<file path="src/rtl/i2c_target_if.sv">
// I2C pin bundle between a bus master (or its model) and the i2c_target responder.
// SDA_IN is the resolved open-drain level; SDA_OUT/SDA_OE are the target's drive request.
interface i2c_target_if;
    logic SCL;
    logic SDA_IN;
    logic SDA_OUT;
    logic SDA_OE;

    modport master (
        output SCL,
        output SDA_IN,
        input  SDA_OUT,
        input  SDA_OE
    );

    modport slave (
        input  SCL,
        input  SDA_IN,
        output SDA_OUT,
        output SDA_OE
    );
endinterface

</file>
<file path="src/rtl/i2c_target.sv">
// I2C responder holding one 16-bit register: accepts a two-byte write and serves a
// two-byte read, with SCL/SDA oversampled by CLK so the whole block lives in one domain.
module i2c_target #(
    parameter logic [6:0] TARGET_ADDR = 7'h5A
) (
    input  logic        CLK,
    input  logic        RST,
    i2c_target_if.slave bus,
    input  logic [15:0] RD_DATA,
    output logic [15:0] WR_DATA,
    output logic        WR_STB,
    output logic        BUSY,
    output logic [2:0]  state_dbg
);

    typedef enum logic [2:0] {
        S_IDLE,
        S_ADDR,
        S_ADDR_ACK,
        S_WR_BYTE,
        S_WR_ACK,
        S_RD_BYTE,
        S_RD_ACK,
        S_WAIT_STOP
    } state_t;

    // Pin conditioning: two synchronizer stages plus a previous-value flop for edges.
    logic scl_s1, scl_s2, scl_prev;
    logic sda_s1, sda_s2, sda_prev;

    always_ff @(posedge CLK) begin
        scl_s1   <= bus.SCL;
        scl_s2   <= scl_s1;
        scl_prev <= scl_s2;
        sda_s1   <= bus.SDA_IN;
        sda_s2   <= sda_s1;
        sda_prev <= sda_s2;
    end

    logic scl_rise, scl_fall, start_det, stop_det;

    assign scl_rise  = scl_s2 & ~scl_prev;
    assign scl_fall  = ~scl_s2 & scl_prev;
    assign start_det = scl_s2 & sda_prev & ~sda_s2;
    assign stop_det  = scl_s2 & ~sda_prev & sda_s2;

    state_t      state_r, state_n;
    logic [2:0]  bit_cnt_r, bit_cnt_n;
    logic        byte_idx_r, byte_idx_n;
    logic        ack_phase_r, ack_phase_n;
    logic        rnw_r, rnw_n;
    logic [7:0]  rx_r, rx_n;
    logic [7:0]  wr_hi_r, wr_hi_n;
    logic [15:0] rd_sr_r, rd_sr_n;
    logic        sda_out_r, sda_out_n;
    logic        sda_oe_r, sda_oe_n;
    logic        busy_r, busy_n;
    logic [15:0] wr_data_r, wr_data_n;
    logic        wr_stb_r, wr_stb_n;

    always_ff @(posedge CLK) begin
        if (!RST) begin
            state_r     <= S_IDLE;
            bit_cnt_r   <= 3'd7;
            byte_idx_r  <= 1'b0;
            ack_phase_r <= 1'b0;
            rnw_r       <= 1'b0;
            rx_r        <= 8'h00;
            wr_hi_r     <= 8'h00;
            rd_sr_r     <= 16'h0000;
            sda_out_r   <= 1'b1;
            sda_oe_r    <= 1'b0;
            busy_r      <= 1'b0;
            wr_data_r   <= 16'h0000;
            wr_stb_r    <= 1'b0;
        end else begin
            state_r     <= state_n;
            bit_cnt_r   <= bit_cnt_n;
            byte_idx_r  <= byte_idx_n;
            ack_phase_r <= ack_phase_n;
            rnw_r       <= rnw_n;
            rx_r        <= rx_n;
            wr_hi_r     <= wr_hi_n;
            rd_sr_r     <= rd_sr_n;
            sda_out_r   <= sda_out_n;
            sda_oe_r    <= sda_oe_n;
            busy_r      <= busy_n;
            wr_data_r   <= wr_data_n;
            wr_stb_r    <= wr_stb_n;
        end
    end

    // ack_phase marks the second half of an ACK slot: 0 = waiting for the fall that
    // starts the slot, 1 = slot in progress, next fall ends it.
    always_comb begin
        state_n     = state_r;
        bit_cnt_n   = bit_cnt_r;
        byte_idx_n  = byte_idx_r;
        ack_phase_n = ack_phase_r;
        rnw_n       = rnw_r;
        rx_n        = rx_r;
        wr_hi_n     = wr_hi_r;
        rd_sr_n     = rd_sr_r;
        sda_out_n   = sda_out_r;
        sda_oe_n    = sda_oe_r;
        busy_n      = busy_r;
        wr_data_n   = wr_data_r;
        wr_stb_n    = 1'b0;

        if (stop_det) begin
            state_n     = S_IDLE;
            ack_phase_n = 1'b0;
            sda_oe_n    = 1'b0;
            sda_out_n   = 1'b1;
            busy_n      = 1'b0;
        end else if (start_det) begin
            state_n     = S_ADDR;
            bit_cnt_n   = 3'd7;
            ack_phase_n = 1'b0;
            sda_oe_n    = 1'b0;
            sda_out_n   = 1'b1;
        end else begin
            case (state_r)
                S_IDLE: begin
                    sda_oe_n  = 1'b0;
                    sda_out_n = 1'b1;
                    busy_n    = 1'b0;
                end

                S_ADDR: begin
                    if (scl_rise) begin
                        rx_n      = {rx_r[6:0], sda_s2};
                        bit_cnt_n = bit_cnt_r - 3'd1;
                        if (bit_cnt_r == 3'd0) begin
                            if (rx_r[6:0] == TARGET_ADDR) begin
                                state_n     = S_ADDR_ACK;
                                rnw_n       = sda_s2;
                                ack_phase_n = 1'b0;
                            end else begin
                                state_n = S_IDLE;
                                busy_n  = 1'b0;
                            end
                        end
                    end
                end

                S_ADDR_ACK: begin
                    if (scl_fall) begin
                        if (!ack_phase_r) begin
                            ack_phase_n = 1'b1;
                            sda_oe_n    = 1'b1;
                            sda_out_n   = 1'b0;
                            busy_n      = 1'b1;
                            rd_sr_n     = RD_DATA;
                        end else begin
                            ack_phase_n = 1'b0;
                            bit_cnt_n   = 3'd7;
                            byte_idx_n  = 1'b0;
                            if (rnw_r) begin
                                // First read bit goes out on the same fall that ends the ACK.
                                state_n   = S_RD_BYTE;
                                sda_oe_n  = 1'b1;
                                sda_out_n = rd_sr_r[15];
                                rd_sr_n   = {rd_sr_r[14:0], 1'b0};
                            end else begin
                                state_n   = S_WR_BYTE;
                                sda_oe_n  = 1'b0;
                                sda_out_n = 1'b1;
                            end
                        end
                    end
                end

                S_WR_BYTE: begin
                    if (scl_rise) begin
                        rx_n      = {rx_r[6:0], sda_s2};
                        bit_cnt_n = bit_cnt_r - 3'd1;
                        if (bit_cnt_r == 3'd0) begin
                            if (!byte_idx_r) begin
                                wr_hi_n = {rx_r[6:0], sda_s2};
                            end
                            state_n     = S_WR_ACK;
                            ack_phase_n = 1'b0;
                        end
                    end
                end

                // WR_DATA/WR_STB form a valid-only handshake: WR_STB is a one-CLK valid
                // qualifying WR_DATA; the consumer has no ready and must take it then.
                S_WR_ACK: begin
                    if (scl_fall) begin
                        if (!ack_phase_r) begin
                            ack_phase_n = 1'b1;
                            sda_oe_n    = 1'b1;
                            sda_out_n   = 1'b0;
                        end else begin
                            ack_phase_n = 1'b0;
                            sda_oe_n    = 1'b0;
                            sda_out_n   = 1'b1;
                            if (!byte_idx_r) begin
                                state_n    = S_WR_BYTE;
                                byte_idx_n = 1'b1;
                                bit_cnt_n  = 3'd7;
                            end else begin
                                state_n   = S_WAIT_STOP;
                                wr_data_n = {wr_hi_r, rx_r};
                                wr_stb_n  = 1'b1;
                            end
                        end
                    end
                end

                S_RD_BYTE: begin
                    if (scl_fall) begin
                        if (bit_cnt_r == 3'd0) begin
                            state_n     = S_RD_ACK;
                            ack_phase_n = 1'b0;
                            sda_oe_n    = 1'b0;
                            sda_out_n   = 1'b1;
                        end else begin
                            bit_cnt_n = bit_cnt_r - 3'd1;
                            sda_oe_n  = 1'b1;
                            sda_out_n = rd_sr_r[15];
                            rd_sr_n   = {rd_sr_r[14:0], 1'b0};
                        end
                    end
                end

                S_RD_ACK: begin
                    if (scl_rise) begin
                        if (!sda_s2 && !byte_idx_r) begin
                            ack_phase_n = 1'b1;
                        end else begin
                            state_n = S_WAIT_STOP;
                        end
                    end else if (scl_fall && ack_phase_r) begin
                        state_n     = S_RD_BYTE;
                        ack_phase_n = 1'b0;
                        byte_idx_n  = 1'b1;
                        bit_cnt_n   = 3'd7;
                        sda_oe_n    = 1'b1;
                        sda_out_n   = rd_sr_r[15];
                        rd_sr_n     = {rd_sr_r[14:0], 1'b0};
                    end
                end

                S_WAIT_STOP: begin
                    sda_oe_n  = 1'b0;
                    sda_out_n = 1'b1;
                end

                default: begin
                    state_n  = S_IDLE;
                    sda_oe_n = 1'b0;
                    busy_n   = 1'b0;
                end
            endcase
        end
    end

    assign bus.SDA_OUT = sda_out_r;
    assign bus.SDA_OE  = sda_oe_r;
    assign WR_DATA     = wr_data_r;
    assign WR_STB      = wr_stb_r;
    assign BUSY        = busy_r;
    assign state_dbg   = state_r;

endmodule
</file>
<file path="src/flat_wrapper.sv">
// flat-port wrapper written by rule: the top's interface ports become plain ports
module i2c_target_flat 
#(
    parameter logic [6:0] TARGET_ADDR = 7'h5A
)
  (CLK, RST, RD_DATA, WR_DATA, WR_STB, BUSY, state_dbg, bus_SCL, bus_SDA_IN, bus_SDA_OUT, bus_SDA_OE);
  i2c_target_if bus_i ();
  input  logic CLK;
  input  logic RST;
  input  logic [15:0] RD_DATA;
  output logic [15:0] WR_DATA;
  output logic WR_STB;
  output logic BUSY;
  output logic [2:0] state_dbg;
  input wire logic [$bits(bus_i.SCL)-1:0] bus_SCL;
  input wire logic [$bits(bus_i.SDA_IN)-1:0] bus_SDA_IN;
  output wire logic [$bits(bus_i.SDA_OUT)-1:0] bus_SDA_OUT;
  output wire logic [$bits(bus_i.SDA_OE)-1:0] bus_SDA_OE;
  assign bus_i.SCL = bus_SCL;
  assign bus_i.SDA_IN = bus_SDA_IN;
  assign bus_SDA_OUT = bus_i.SDA_OUT;
  assign bus_SDA_OE = bus_i.SDA_OE;
  i2c_target #(.TARGET_ADDR(TARGET_ADDR)) u_core (.CLK(CLK), .RST(RST), .bus(bus_i), .RD_DATA(RD_DATA), .WR_DATA(WR_DATA), .WR_STB(WR_STB), .BUSY(BUSY), .state_dbg(state_dbg));
endmodule
</file>
<file path="config.mk">
export PLATFORM = sky130hd
export DESIGN_NAME = i2c_target_flat
export DESIGN_NICKNAME = d
export VERILOG_FILES = /design/src/rtl/i2c_target_if.sv /design/src/rtl/i2c_target.sv /design/src/flat_wrapper.sv
export SDC_FILE = /design/constraint.sdc
export NUM_CORES = 1
export LEC_CHECK = 0
export ABC_AREA = 1
export CAP_MARGIN = 25
export CORE_AREA = 2 2 80 82
export DETAILED_ROUTE_END_ITERATION = 12
export DIE_AREA = 0 0 82 84
export PLACE_DENSITY = 0.89
export SYNTH_ARGS = -nofsm -noshare
export SYNTH_HDL_FRONTEND = slang
export SYNTH_SLANG_ARGS = --single-unit
</file>
<file path="constraint.sdc">
create_clock -name CLK -period 2.8 [get_ports CLK]
set_input_delay 0.56 -clock CLK [delete_from_list [all_inputs] [get_ports CLK]]
set_output_delay 0.56 -clock CLK [all_outputs]
set_load 0.02 [all_outputs]
</file>
Yosys cells after proc, flatten, opt, wreduce, memory -nomap -nowiden
Index checks and enable logic that the tools add are counted.

Bits in registers: 67. Input port bits: 20. Output and inout bits: 23. Logic and storage cells: 196.

Add/subtract/negate cells: 1. Equal/unequal tests: 46. Muxes and demuxes: 80. Bitwise operators: 17. Reductions and logical operators: 32.

Operators with widths (number): 2-to-1 mux 16 bit (7); 2-to-1 mux 3 bit (26); case mux 16 bit (3 select lines) (1); != test 3 x 1 -> 1 bit, second input constant (13); 2-to-1 mux 1 bit (38); AND reduction 9 bit (3); != test 2 x 1 -> 1 bit, second input constant (13); AND reduction 13 bit (2); AND reduction 6 bit (4); case mux 3 bit (6 select lines) (1); case mux 1 bit (5 select lines) (3); case mux 3 bit (5 select lines) (1); == test 3 bit, second input constant (4); != test 3 bit, second input constant (4); AND reduction 12 bit (1); nonzero test 6 bit (2); NOT 1 bit (11); nonzero test 5 bit (2); nonzero test 3 bit (3); != test 2 bit, second input constant (4); OR reduction 2 bit (4); == test 7 bit, second input constant (1); AND reduction 7 bit (1); nonzero test 7 bit (1); other kinds (15) (26).

Longest topological paths before layout
Depth in word-level cells: 7. Depth in mapped cells: 13. Depth with buffers taken out: 13.

Least setup slack after synthesis
No wires, ideal clock.

Path type: reg-to-reg. From: register u_core.state_r[1] (netlist: u_core.state_dbg[1]). To: register u_core.rd_sr_r[10]. Library setup time: 0.115 ns. Data arrival time: 1.426 ns. Data required time: 2.685 ns. Slack: 1.259 ns. Stages on the path, launching flop included: 10. Buffers on the path: 2. Period minus slack after synthesis: 1.541 ns. Cell sequence: dfxtp_1 buf_6 nand2_4 nor2_4 inv_2 o21ai_2 nor2_4 buf_4 a21oi_1 nor2_1.

Cells in the longest elaborated chain, start to end: 3. Elaborated cells on any way between the ends: 12. Classes of those cells: eq/ne (9); mux (1); reduce/logical (2).

Ends and longest elaborated chain: from (decl) (line i2c_target.sv:47) `state_t state_r, state_n;`; from (signal assigned) (line i2c_target.sv:77) `state_r <= state_n;`; == test 3 x 2 -> 1 bit or == test 3 bit (tied branches) (line i2c_target.sv:123) `case (state_r)`; != test 3 bit (no line), or another cell as far along; AND reduction 9 bit (no line); to (signal assigned) (line i2c_target.sv:84) `rd_sr_r <= rd_sr_n;`; to (decl) (line i2c_target.sv:54) `logic [15:0] rd_sr_r, rd_sr_n;`.

Several ways; a longest one is shown, not always the timed one. A chain may end at the register's enable or synchronous reset.

Worst setup path in the final report
From: register u_core.state_r[2] (netlist: u_core.state_dbg[2]). To: output port state_dbg[2].

RTL lines: to (decl) (line flat_wrapper.sv:14) `output logic [2:0] state_dbg;`.

No word-level cell between the ends.

==> flow_summary.json <==
{
  "clk_latency_ps": 350,
  "final-hold-violation-count": 0,
  "syn_nets": 505,
  "min_period_ps": 2380,
  "finClkSkew_ps": 13.0,
  "flow.area_growth_from_synthesis_pct": 16.2,
  "setup_tns_ps": 0,
  "report.power.total_mw": 2.22,
  "fin_util": 0.667,
  "grt_setup_unrepaired": "no",
  "crit_path_top_delay_cell": "sky130_fd_sc_hd__dfxtp_1",
  "required_time_worst_endpoint_ps": 2240,
  "fillerInstances": 530,
  "critPathBufInv": 1,
  "fin_area_um2": 4070,
  "antenna_cells": 0,
  "seq_area_um2": 1340,
  "netlist_instances": 483,
  "vias_per_cell": 5.43,
  "drt-total-wl_mm": 7.97,
  "postCtsResizedCells": 0,
  "post_synth_main_area_contributors": "sky130_fd_sc_hd__dfxtp_1 38%, sky130_fd_sc_hd__nand2_1 11%, sky130_fd_sc_hd__nor2_1 10%",
  "worst_slew_margin_rel": 0.559,
  "top_post_synthesis_cells_by_count": "104 x sky130_fd_sc_hd__nand2_1, 95 x sky130_fd_sc_hd__nor2_1, 67 x sky130_fd_sc_hd__dfxtp_1",
  "achievable-frequency_mhz": 421,
  "irDropWorstVdd_mv": 0.413,
  "cts_tree": "done",
  "max_slew.worst_pin.slew_ps": 660,
  "timing.critical_path.max_delay_family": "flip-flops",
  "drtPass1Iterations": 5,
  "gp_congestion": 0.939,
  "critical_path.max_stage_delay_ps": 740,
  "post_cts_repair_timing_setup_buffer_count": 0,
  "critPathCaptureType": "output pin",
  "postSynth.topFlopCell": "sky130_fd_sc_hd__dfxtp_1",
  "drv_cap": 0,
  "fin_nets": 538,
  "async_flop_share": 0,
  "grt_pass1_wl_mm": 13.2,
  "ys_warn_count": 0,
  "routed_wire_length_per_instance_um": 13.3,
  "globalRouteTotalUtil": 0.244,
  "initial_utilization": 0.574,
  "worstPathCellList": "clkdlybuf4s50_1",
  "route.detailed.drc": 0,
  "placement_stage_worst_setup_slack_ps": 642,
  "clk_transition_reported_paths_ps": 70,
  "most_instantiated_library_cell_after_synthesis": "sky130_fd_sc_hd__nand2_1",
  "synth-edff-count": 0,
  "std_cell_rows": 29,
  "dpl.hpwl_mm": 5.48,
  "holdCritPathClass": "register to register",
  "critical_path_arrival_ps": 1820,
  "clock_path_buffers": 2,
  "core-area_um2": 6100,
  "number_of_antenna_violations_at_the_first_check_in_global_routing": 0,
  "run_status": "finished clean",
  "number_of_global_route_vias_before_repair": 2961,
  "synth_sequential_area_ratio": 0.383,
  "clock_tree.root_cell": "sky130_fd_sc_hd__clkbuf_8",
  "clock-sinks": 67,
  "count_of_different_cell_masters_after_synthesis": 36,
  "report.final.setup_viol": 0,
  "hold_buffers": 0,
  "vias": 3250,
  "final_cells": 598,
  "synth_largest_type_area_fraction": 0.383,
  "cts-htree-levels": 3,
  "final_max_slew_viol_count": 0,
  "whs_ps": 331,
  "placed_cell_area_um2": 3860,
  "postSynthRegisterBits": 67,
  "criticalPathCategory": "register to output pin",
  "number_of_buffers_inserted_by_port_buffering": 42,
  "postRouteAntennaNets": 0,
  "grt_overflow_total": 0,
  "initialDrtViolationCount": 208,
  "grt_max_degree": 47,
  "power_density_nw_per_um2": 546,
  "cell_count_post_placement": 582,
  "num_io_pins": 43,
  "layout_cells_sized_above_1": 0.131,
  "cp-start-kind": "register",
  "die_y_um": 84,
  "yosys.area.top_type": "sky130_fd_sc_hd__dfxtp_1",
  "mappedNetlistArea_um2": 3500,
  "avgSynthCellArea_um2": 7.24,
  "die_w_um": 82,
  "multiInputGateArea_um2": 1860,
  "post-route-period-util": 0.848,
  "critical_path_peak_fanout": 11,
  "cts_inserted_buffers": 9,
  "floorplan.die_area_um2": 6890,
  "p_leak_nw": 1.82,
  "setup_slack_ps": 425
}
==> cells by family (layout without fill, tap and decap cells) <==
| logic type | Yosys count | count (layout) | synth area share |
|---|---|---|---|
| and+or+nand+nor | 284 | 284 | 0.397 |
| AOI/OAI and AO/OA | 79 | 79 | 0.125 |
| DFF | 67 | 67 | 0.383 |
| xor gates and xnor gates | 1 | 1 | 0.00250 |
| buffers and inverters | 50 | 88 | 0.0848 |
| adders and majority gates | 2 | 2 | 0.00715 |
==> sequential cells by signal, summed over array words and instances, names as in the netlist <==
name and flops:
u_core.scl_s1 1, u_core.sda_s2 1, u_core.rd_sr_r 16, u_core.bus.SDA_OUT 1, u_core.scl_prev 1, u_core.sda_s1 1
u_core.rnw_r 1, u_core.wr_hi_r 8, u_core.WR_STB 1, u_core.BUSY 1, u_core.byte_idx_r 1, u_core.WR_DATA 16
u_core.ack_phase_r 1, u_core.rx_r 8, u_core.sda_prev 1, u_core.state_dbg 3, u_core.bit_cnt_r 3, u_core.bus.SDA_OE 1
u_core.scl_s2 1
==> layout make-up <==
class / count / area share
clock buffers: 9 / 0.0305
well taps: 77 / 0.0237
multi-input cells: 366 / 0.458
clock inverters: 7 / 0.0206
inverters: 29 / 0.0295
repair buffers: 43 / 0.108
flip-flops and latches: 67 / 0.330
==> cell usage in the layout, fill, tap and decap left out, drive strengths merged <==
| cell | count |
|---|---|
| nor2 | 110 |
| bufinv | 1 |
| clkbuf | 9 |
| and2 | 1 |
| nor3 | 5 |
| dfxtp | 67 |
| o21ai | 42 |
| a31oi | 2 |
| xnor2 | 1 |
| nand2 | 124 |
| buf | 1 |
| clkinvlp | 1 |
| nand4 | 2 |
| clkinv | 3 |
| clkdlybuf4s50 | 42 |
| nand3b | 15 |
| ha | 2 |
| inv | 31 |
| o22ai | 1 |
| a21oi | 29 |
| nand3 | 27 |
| o211ai | 5 |
==> final timing paths <==
check / cells after the start / from / to / slack, ps
worst max-delay path: 1 / u_core.state_dbg[2] / state_dbg[2] / 420
worst min register to register: 0 / u_core.scl_s1 / u_core.scl_s2 / 330
worst min-delay path: 0 / u_core.scl_s1 / u_core.scl_s2 / 330
worst max register to register: 9 / u_core.state_dbg[0] / u_core.rd_sr_r[14] / 620
==> where the power goes <==
group	total (mW)	switching [mW]	internal (mW)
logic	0.338	0.203	0.134
registers	1.04	0.0414	0.998
clock network	0.841	0.415	0.426
total	2.22	0.660	1.56
==> worst reg2reg max path: cells and delay by family (launching register included) <==
kind / cells / cell delay [ps]
simple gates: 8 / 1260
flops: 1 / 650
buf+inv: 1 / 180
==> metal layers <==
metal  global-route usage  share of wire  wire (um)
met5                    0              0          0
met4               0.0864          0.014        108
met3               0.0595          0.067        533
met2                0.399           0.49       3910
met1                0.307           0.43       3410
(Power assumes the default switching activity.)
